File: src/rtl/can_bit_destuff.sv
// CAN receive-side bit destuffer and field tracker.
// Takes sampled bus bits (one bit_valid strobe per bit time), waits for bus
// idle, accepts SOF, removes stuff bits, tracks the base-format fields up to
// the CRC delimiter and flags stuff and form violations. All outputs are
// registered and appear one clock after the bit_valid that produced them.
module can_bit_destuff #(
    parameter int IDLE_BITS = 11
) (
    input  logic        clk,
    input  logic        rst,
    input  logic        bit_in,
    input  logic        bit_valid,
    output logic        dout,
    output logic        dout_valid,
    output logic        crc_cover,
    output logic [14:0] rx_crc,
    output logic        rx_crc_valid,
    output logic [3:0]  dlc,
    output logic        stuff_err,
    output logic        form_err,
    output logic        busy
);

    localparam int ICW = $clog2(IDLE_BITS + 1);
    localparam logic [ICW-1:0] IDLE_MAX = ICW'(IDLE_BITS);

    typedef enum logic [2:0] {
        WAIT_IDLE = 3'd0,
        IDLE      = 3'd1,
        ARB       = 3'd2,
        CTRL      = 3'd3,
        DATA      = 3'd4,
        CRC       = 3'd5,
        DELIM     = 3'd6
    } state_t;

    state_t          state_q, state_d;
    logic [ICW-1:0]  idle_cnt_q, idle_cnt_d;
    logic [2:0]      run_len_q, run_len_d;
    logic            run_val_q, run_val_d;
    logic [6:0]      field_cnt_q, field_cnt_d;
    logic [6:0]      data_len_q, data_len_d;
    logic            rtr_q, rtr_d;
    logic [3:0]      dlc_q, dlc_d;
    logic [14:0]     rx_crc_q, rx_crc_d;
    logic            dout_q, dout_d;
    logic            dout_valid_q, dout_valid_d;
    logic            crc_cover_q, crc_cover_d;
    logic            rx_crc_valid_q, rx_crc_valid_d;
    logic            stuff_err_q, stuff_err_d;
    logic            form_err_q, form_err_d;
    logic            busy_q, busy_d;

    logic [3:0]      dlc_next_s;
    logic [6:0]      data_len_s;

    // DLC as it will look once the current bit is shifted in, and the data length it implies
    always_comb begin
        dlc_next_s = {dlc_q[2:0], bit_in};
        if (rtr_q) begin
            data_len_s = 7'd0;
        end else if (dlc_next_s[3]) begin
            data_len_s = 7'd64;
        end else begin
            data_len_s = {1'b0, dlc_next_s[2:0], 3'b000};
        end
    end

    // Next-state, destuffing and field tracking; pulses default low every cycle
    always_comb begin
        state_d        = state_q;
        idle_cnt_d     = idle_cnt_q;
        run_len_d      = run_len_q;
        run_val_d      = run_val_q;
        field_cnt_d    = field_cnt_q;
        data_len_d     = data_len_q;
        rtr_d          = rtr_q;
        dlc_d          = dlc_q;
        rx_crc_d       = rx_crc_q;
        dout_d         = dout_q;
        dout_valid_d   = 1'b0;
        crc_cover_d    = crc_cover_q;
        rx_crc_valid_d = 1'b0;
        stuff_err_d    = 1'b0;
        form_err_d     = 1'b0;

        if (bit_valid) begin
            case (state_q)
                WAIT_IDLE: begin
                    if (bit_in) begin
                        idle_cnt_d = idle_cnt_q + ICW'(1);
                        if (idle_cnt_d == IDLE_MAX) begin
                            state_d = IDLE;
                        end else begin
                            state_d = WAIT_IDLE;
                        end
                    end else begin
                        idle_cnt_d = '0;
                    end
                end
                IDLE: begin
                    if (!bit_in) begin
                        // SOF: first destuffed bit, opens a dominant run
                        state_d      = ARB;
                        run_len_d    = 3'd1;
                        run_val_d    = 1'b0;
                        field_cnt_d  = 7'd1;
                        rtr_d        = 1'b0;
                        dlc_d        = 4'd0;
                        rx_crc_d     = 15'd0;
                        dout_d       = 1'b0;
                        dout_valid_d = 1'b1;
                        crc_cover_d  = 1'b1;
                    end else begin
                        state_d = IDLE;
                    end
                end
                ARB, CTRL, DATA, CRC: begin
                    if (run_len_q == 3'd5) begin
                        // Stuff slot: must be the opposite of the run
                        if (bit_in == run_val_q) begin
                            stuff_err_d = 1'b1;
                            state_d     = WAIT_IDLE;
                            idle_cnt_d  = '0;
                            run_len_d   = 3'd0;
                        end else begin
                            run_len_d = 3'd1;
                            run_val_d = bit_in;
                        end
                    end else begin
                        if (bit_in == run_val_q) begin
                            run_len_d = run_len_q + 3'd1;
                        end else begin
                            run_len_d = 3'd1;
                            run_val_d = bit_in;
                        end
                        dout_d = bit_in;
                        case (state_q)
                            ARB: begin
                                dout_valid_d = 1'b1;
                                crc_cover_d  = 1'b1;
                                if (field_cnt_q == 7'd12) begin
                                    rtr_d       = bit_in;
                                    state_d     = CTRL;
                                    field_cnt_d = 7'd0;
                                end else begin
                                    field_cnt_d = field_cnt_q + 7'd1;
                                end
                            end
                            CTRL: begin
                                if ((field_cnt_q == 7'd0) && bit_in) begin
                                    // Extended-format IDE is not supported here
                                    form_err_d = 1'b1;
                                    state_d    = WAIT_IDLE;
                                    idle_cnt_d = '0;
                                    run_len_d  = 3'd0;
                                end else begin
                                    dout_valid_d = 1'b1;
                                    crc_cover_d  = 1'b1;
                                    if (field_cnt_q >= 7'd2) begin
                                        dlc_d = dlc_next_s;
                                    end else begin
                                        dlc_d = dlc_q;
                                    end
                                    if (field_cnt_q == 7'd5) begin
                                        data_len_d  = data_len_s;
                                        field_cnt_d = 7'd0;
                                        if (data_len_s == 7'd0) begin
                                            state_d = CRC;
                                        end else begin
                                            state_d = DATA;
                                        end
                                    end else begin
                                        field_cnt_d = field_cnt_q + 7'd1;
                                    end
                                end
                            end
                            DATA: begin
                                dout_valid_d = 1'b1;
                                crc_cover_d  = 1'b1;
                                if (field_cnt_q == (data_len_q - 7'd1)) begin
                                    state_d     = CRC;
                                    field_cnt_d = 7'd0;
                                end else begin
                                    field_cnt_d = field_cnt_q + 7'd1;
                                end
                            end
                            default: begin
                                // CRC field: shifted MSB first, not CRC-covered
                                dout_valid_d = 1'b1;
                                crc_cover_d  = 1'b0;
                                rx_crc_d     = {rx_crc_q[13:0], bit_in};
                                if (field_cnt_q == 7'd14) begin
                                    rx_crc_valid_d = 1'b1;
                                    state_d        = DELIM;
                                    field_cnt_d    = 7'd0;
                                end else begin
                                    field_cnt_d = field_cnt_q + 7'd1;
                                end
                            end
                        endcase
                    end
                end
                DELIM: begin
                    // Delimiter is never stuffed; dominant is a form violation
                    form_err_d = ~bit_in;
                    state_d    = WAIT_IDLE;
                    idle_cnt_d = '0;
                    run_len_d  = 3'd0;
                end
                default: begin
                    state_d    = WAIT_IDLE;
                    idle_cnt_d = '0;
                    run_len_d  = 3'd0;
                end
            endcase
        end else begin
            state_d = state_q;
        end

        busy_d = (state_d != WAIT_IDLE) && (state_d != IDLE);
    end

    // State, counters and registered outputs with synchronous reset
    always_ff @(posedge clk) begin
        if (rst) begin
            state_q        <= WAIT_IDLE;
            idle_cnt_q     <= '0;
            run_len_q      <= 3'd0;
            run_val_q      <= 1'b0;
            field_cnt_q    <= 7'd0;
            data_len_q     <= 7'd0;
            rtr_q          <= 1'b0;
            dlc_q          <= 4'd0;
            rx_crc_q       <= 15'd0;
            dout_q         <= 1'b1;
            dout_valid_q   <= 1'b0;
            crc_cover_q    <= 1'b0;
            rx_crc_valid_q <= 1'b0;
            stuff_err_q    <= 1'b0;
            form_err_q     <= 1'b0;
            busy_q         <= 1'b0;
        end else begin
            state_q        <= state_d;
            idle_cnt_q     <= idle_cnt_d;
            run_len_q      <= run_len_d;
            run_val_q      <= run_val_d;
            field_cnt_q    <= field_cnt_d;
            data_len_q     <= data_len_d;
            rtr_q          <= rtr_d;
            dlc_q          <= dlc_d;
            rx_crc_q       <= rx_crc_d;
            dout_q         <= dout_d;
            dout_valid_q   <= dout_valid_d;
            crc_cover_q    <= crc_cover_d;
            rx_crc_valid_q <= rx_crc_valid_d;
            stuff_err_q    <= stuff_err_d;
            form_err_q     <= form_err_d;
            busy_q         <= busy_d;
        end
    end

    assign dout         = dout_q;
    assign dout_valid   = dout_valid_q;
    assign crc_cover    = crc_cover_q;
    assign rx_crc       = rx_crc_q;
    assign rx_crc_valid = rx_crc_valid_q;
    assign dlc          = dlc_q;
    assign stuff_err    = stuff_err_q;
    assign form_err     = form_err_q;
    assign busy         = busy_q;

endmodule

File: config.mk
export PLATFORM = sky130hd
export DESIGN_NAME = can_bit_destuff
export DESIGN_NICKNAME = d
export VERILOG_FILES = /design/src/rtl/can_bit_destuff.sv
export SDC_FILE = /design/constraint.sdc
export NUM_CORES = 1
export LEC_CHECK = 0
export ABC_AREA = 1
export BUFFER_PORTS_ARGS = -buffer_cell sky130_fd_sc_hd__buf_2
export CAP_MARGIN = 10
export CORE_ASPECT_RATIO = 0.7
export CORE_MARGIN = 4
export CORE_UTILIZATION = 53
export CTS_CLUSTER_SIZE = 8
export DETAILED_ROUTE_END_ITERATION = 7
export PLACE_DENSITY = 0.81
export SYNTH_ARGS = -nofsm -noshare
export SYNTH_HDL_FRONTEND = slang
export SYNTH_SLANG_ARGS = --single-unit
File: constraint.sdc
create_clock -name clk -period 4.39 [get_ports clk]
set_clock_uncertainty 0.2 [all_clocks]
set_input_delay 0.878 -clock clk [delete_from_list [all_inputs] [get_ports clk]]
set_output_delay 0.878 -clock clk [all_outputs]
set_load 0.1 [all_outputs]
==> impl_summary.md <==
Outcome
The run finished with clean final reports.

Power
The sequential cell fraction of total power is 0.584. Internal power comes to 575 µW. The portion of total power attributed to combinational logic is 0.044.

The power per unit of standard cell area is 256 nW/µm². Of the total power, the share spent switching nets is 0.252. The power dissipated by switching net loads is 194 µW. Of the total power, the clock network draws 0.372. The maximum vdd drop is 141 µV. The standby leakage power is roughly 1.3 nW. The design draws 769 µW.

Floorplan
30 I/O pins were placed. For this configuration, the core starts out at a cell density of 0.560. The standard-cell row count is 21. From left edge to right edge, the die measures 93.9 µm.

The area of the die is approximately 6400 µm². The die span in y is between 60 and 70 µm. The area inside the core boundary is 4890 µm².

Finish
The number of antenna cells inserted is 0. The area of all sequential standard cells is 981 µm². The most common cell after layout, fill and taps aside is sky130_fd_sc_hd__nand2_1. The fill cell total of the finished layout is between 400 and 500. The top cell types in the final layout, fill and taps aside, are sky130_fd_sc_hd__nand2_1, sky130_fd_sc_hd__dfxtp_1, sky130_fd_sc_hd__a21oi_1. The layout overhead on the synthesized area is 9.74%. The post-layout net count is 428. The fraction of layout cells with a size suffix above 1 is 0.151. Summing all multi-input logic gate instances after layout gives 1520 µm².

Timing
The final period demand of the worst path is 2290 ps. The final number of max-transition violations was 0. The summed negative setup slack over all endpoints is 0 ps. The number of hold violations in the final report is 0. Timing would allow up to 437 MHz. The number of setup violations in the final report is 0.

The tightest hold path in the finished design has a slack of roughly 280 ps. Setup repair after global routing left no endpoint under its margin. The actual transition at the worst max-transition pin is 568 ps. Of the available clock period, the critical path in the final layout requires 0.522. Headroom to the max-slew limit came out at 0.621.

Yosys
The sequential fraction of the synthesis area is 0.359. The post-synthesis cell count is 390. The count of distinct cell types in the synthesized netlist is 32. After synthesis the netlist holds a flip-flop and latch count of 49.

After synthesis the cells add up to 2740 µm². The biggest area contributor in the post-synthesis netlist is sky130_fd_sc_hd__dfxtp_1. The average instance in the mapped netlist occupies 7.01 µm². The total nets after synthesis is about 400.

Of the post-synthesis cell area, the dominant cell type holds 0.359. The total of warnings raised by yosys is 0. Ranked by total cell area, the synthesized netlist is headed by sky130_fd_sc_hd__dfxtp_1, sky130_fd_sc_hd__nand2_1, sky130_fd_sc_hd__a21oi_1.

Place
The wire-length estimate of the detail-placed layout is 4.56 mm. The congestion estimate from routability-driven global placement came to 0.905. The port buffer count is 29.

Routing
After detailed routing, the number of remaining DRC violations is 0. The detailed-routing iteration count for the pre-antenna-repair pass is 5. The detailed-route wire length on metal 1 is between 3 and 4 mm. Dividing the detail-routed wire length by the instance count gives 12.7 µm. Signal routing reaches up to met4. The via count of the routed design is 2550. After the first detailed-routing iteration, the DRC count stood at 198. The number of vias per cell is ~5.3. The met2 layer wire length in the routed design is 2.66 mm. Wire segments on met3 add up to 426 µm in the final route. The post-route antenna net violation count is 0.

The detailed-route wire length is 6.15 mm.

Worst setup path
STA classifies the critical path endpoint as an output pin. The required time at the endpoint of the critical path is 3310 ps. The worst setup path category is register to output pin. The critical path goes through buf_2.

For the worst setup path, the data arrival time is about 1200 ps. The cell family contributing the most delay on the critical path is buffers and inverters. The combined buffer and inverter count along the critical path is 1.

Of all nets on the critical path, the largest fanout is 7. On the worst path, the slowest cell contributes a delay of 470 ps. The worst setup path is launched from a register. For this design, the slowest cell found on the critical path is sky130_fd_sc_hd__buf_2.

Clock tree
The H-tree level count is 2. The number of sinks on the clock net is 49. The TritonCTS clock tree is built. The clock tree buffer depth is 2. The cell sitting at the root of the clock tree is a sky130_fd_sc_hd__clkbuf_8. After clock tree synthesis, the clock-pin slew on the worst setup and hold paths is 100 ps.

Buffers added to address setup during post-CTS repair amount to 0. The total CTS buffers is 5. The insertion delay to the later sink of the worst-skew pair is 310 ps. Buffers inserted to repair hold after CTS numbered 0. The count of instances resized after the clock tree is built is 0.

GRT
The via count of the first global-routing pass is approximately 2300. The largest net degree at the start of global routing is 30. The initial antenna violation count is 0. The first global-routing pass estimated 10.7 mm of wire. The all-layer global routing usage is 0.206.

After global routing the overflow that remains totals 0.

Run
Max-cap violations in this run came to 0.

Hold path
The path type of the worst min-delay path is register to register.
[layer usage]
layer	track usage	up-vias
li1	-	1315
met1	0.298	1147
met2	0.319	81
met3	0.0407	7
met4	0.0486	0
met5	0	-
[state kept, by name, summed over array words and instances (netlist names)]
name / flops
rx_crc: 15
field_cnt_q: 7
data_len_q: 4
dlc: 4
idle_cnt_q: 4
run_len_q: 3
state_q: 3
busy: 1
crc_cover: 1
dout: 1
dout_valid: 1
form_err: 1
rtr_q: 1
run_val_q: 1
rx_crc_valid: 1
stuff_err: 1
[tightest hold or removal path, cell delays in order, from the launching register on]
cell and delay (ps):
sky130_fd_sc_hd__dfxtp_1 330, sky130_fd_sc_hd__nand2_1 60, sky130_fd_sc_hd__a21oi_1 60
[power by group through the flow]
stage / registers, mW / clock network (mW) / logic, mW
after floorplan: 0.461 / 0 / 0.0229
after global placement: 0.460 / 0 / 0.0321
after detailed placement: 0.460 / 0 / 0.0331
after CTS: 0.450 / 0.294 / 0.0334
after global routing: 0.450 / 0.312 / 0.0376
final: 0.450 / 0.286 / 0.0337
[Yosys cell counts (all sizes together)]
cell	instances
o211ai	1
ha	9
xor2	4
o21ai	23
clkbuf	4
buf	7
nand3	37
inv	43
a21oi	46
clkinv	1
nand2	97
dfxtp	49
nand3b	5
nor3	8
nand4	4
a211oi	3
nor2	47
xnor2	2
[per-stage QoR]
stage	area, µm²	util	cells	setup slack [ps]
finish	3000	0.614	485	2100
global route	3000	0.614	485	2030
CTS	3000	0.614	485	2090
detailed placement	2900	0.594	477	1970
global placement	2900	0.594	477	1970
floorplan	2740	-	390	2320
[final timing paths]
check,from,endpoint,slack [ps],cells past startpoint
min,rx_crc[14],rx_crc[14],280,2
max,dlc[2],dlc[2],2100,1
min reg2reg,rx_crc[14],rx_crc[14],280,2
max reg2reg,state_q[0],rx_crc[0],2200,10
[cells by family (layout without fill, tap and decap cells)]
group	after synthesis	in the layout	synth area share
and+or+nand+nor	198	198	0.357
AOI/OAI and AO/OA	73	73	0.137
buffers and inverters	55	81	0.0865
adders and majority gates	9	9	0.0412
xor gates and xnor gates	6	6	0.0192
DFF	49	49	0.359
[cell type report]
type                    count  area share
clock inverters             3     0.00959
repair buffers             29      0.0484
flip-flops and latches     49       0.327
inverters                  44      0.0579
well taps                  69      0.0288
clock buffers               5      0.0229
multi-input cells         286       0.506
(Power assumes the default switching activity.)
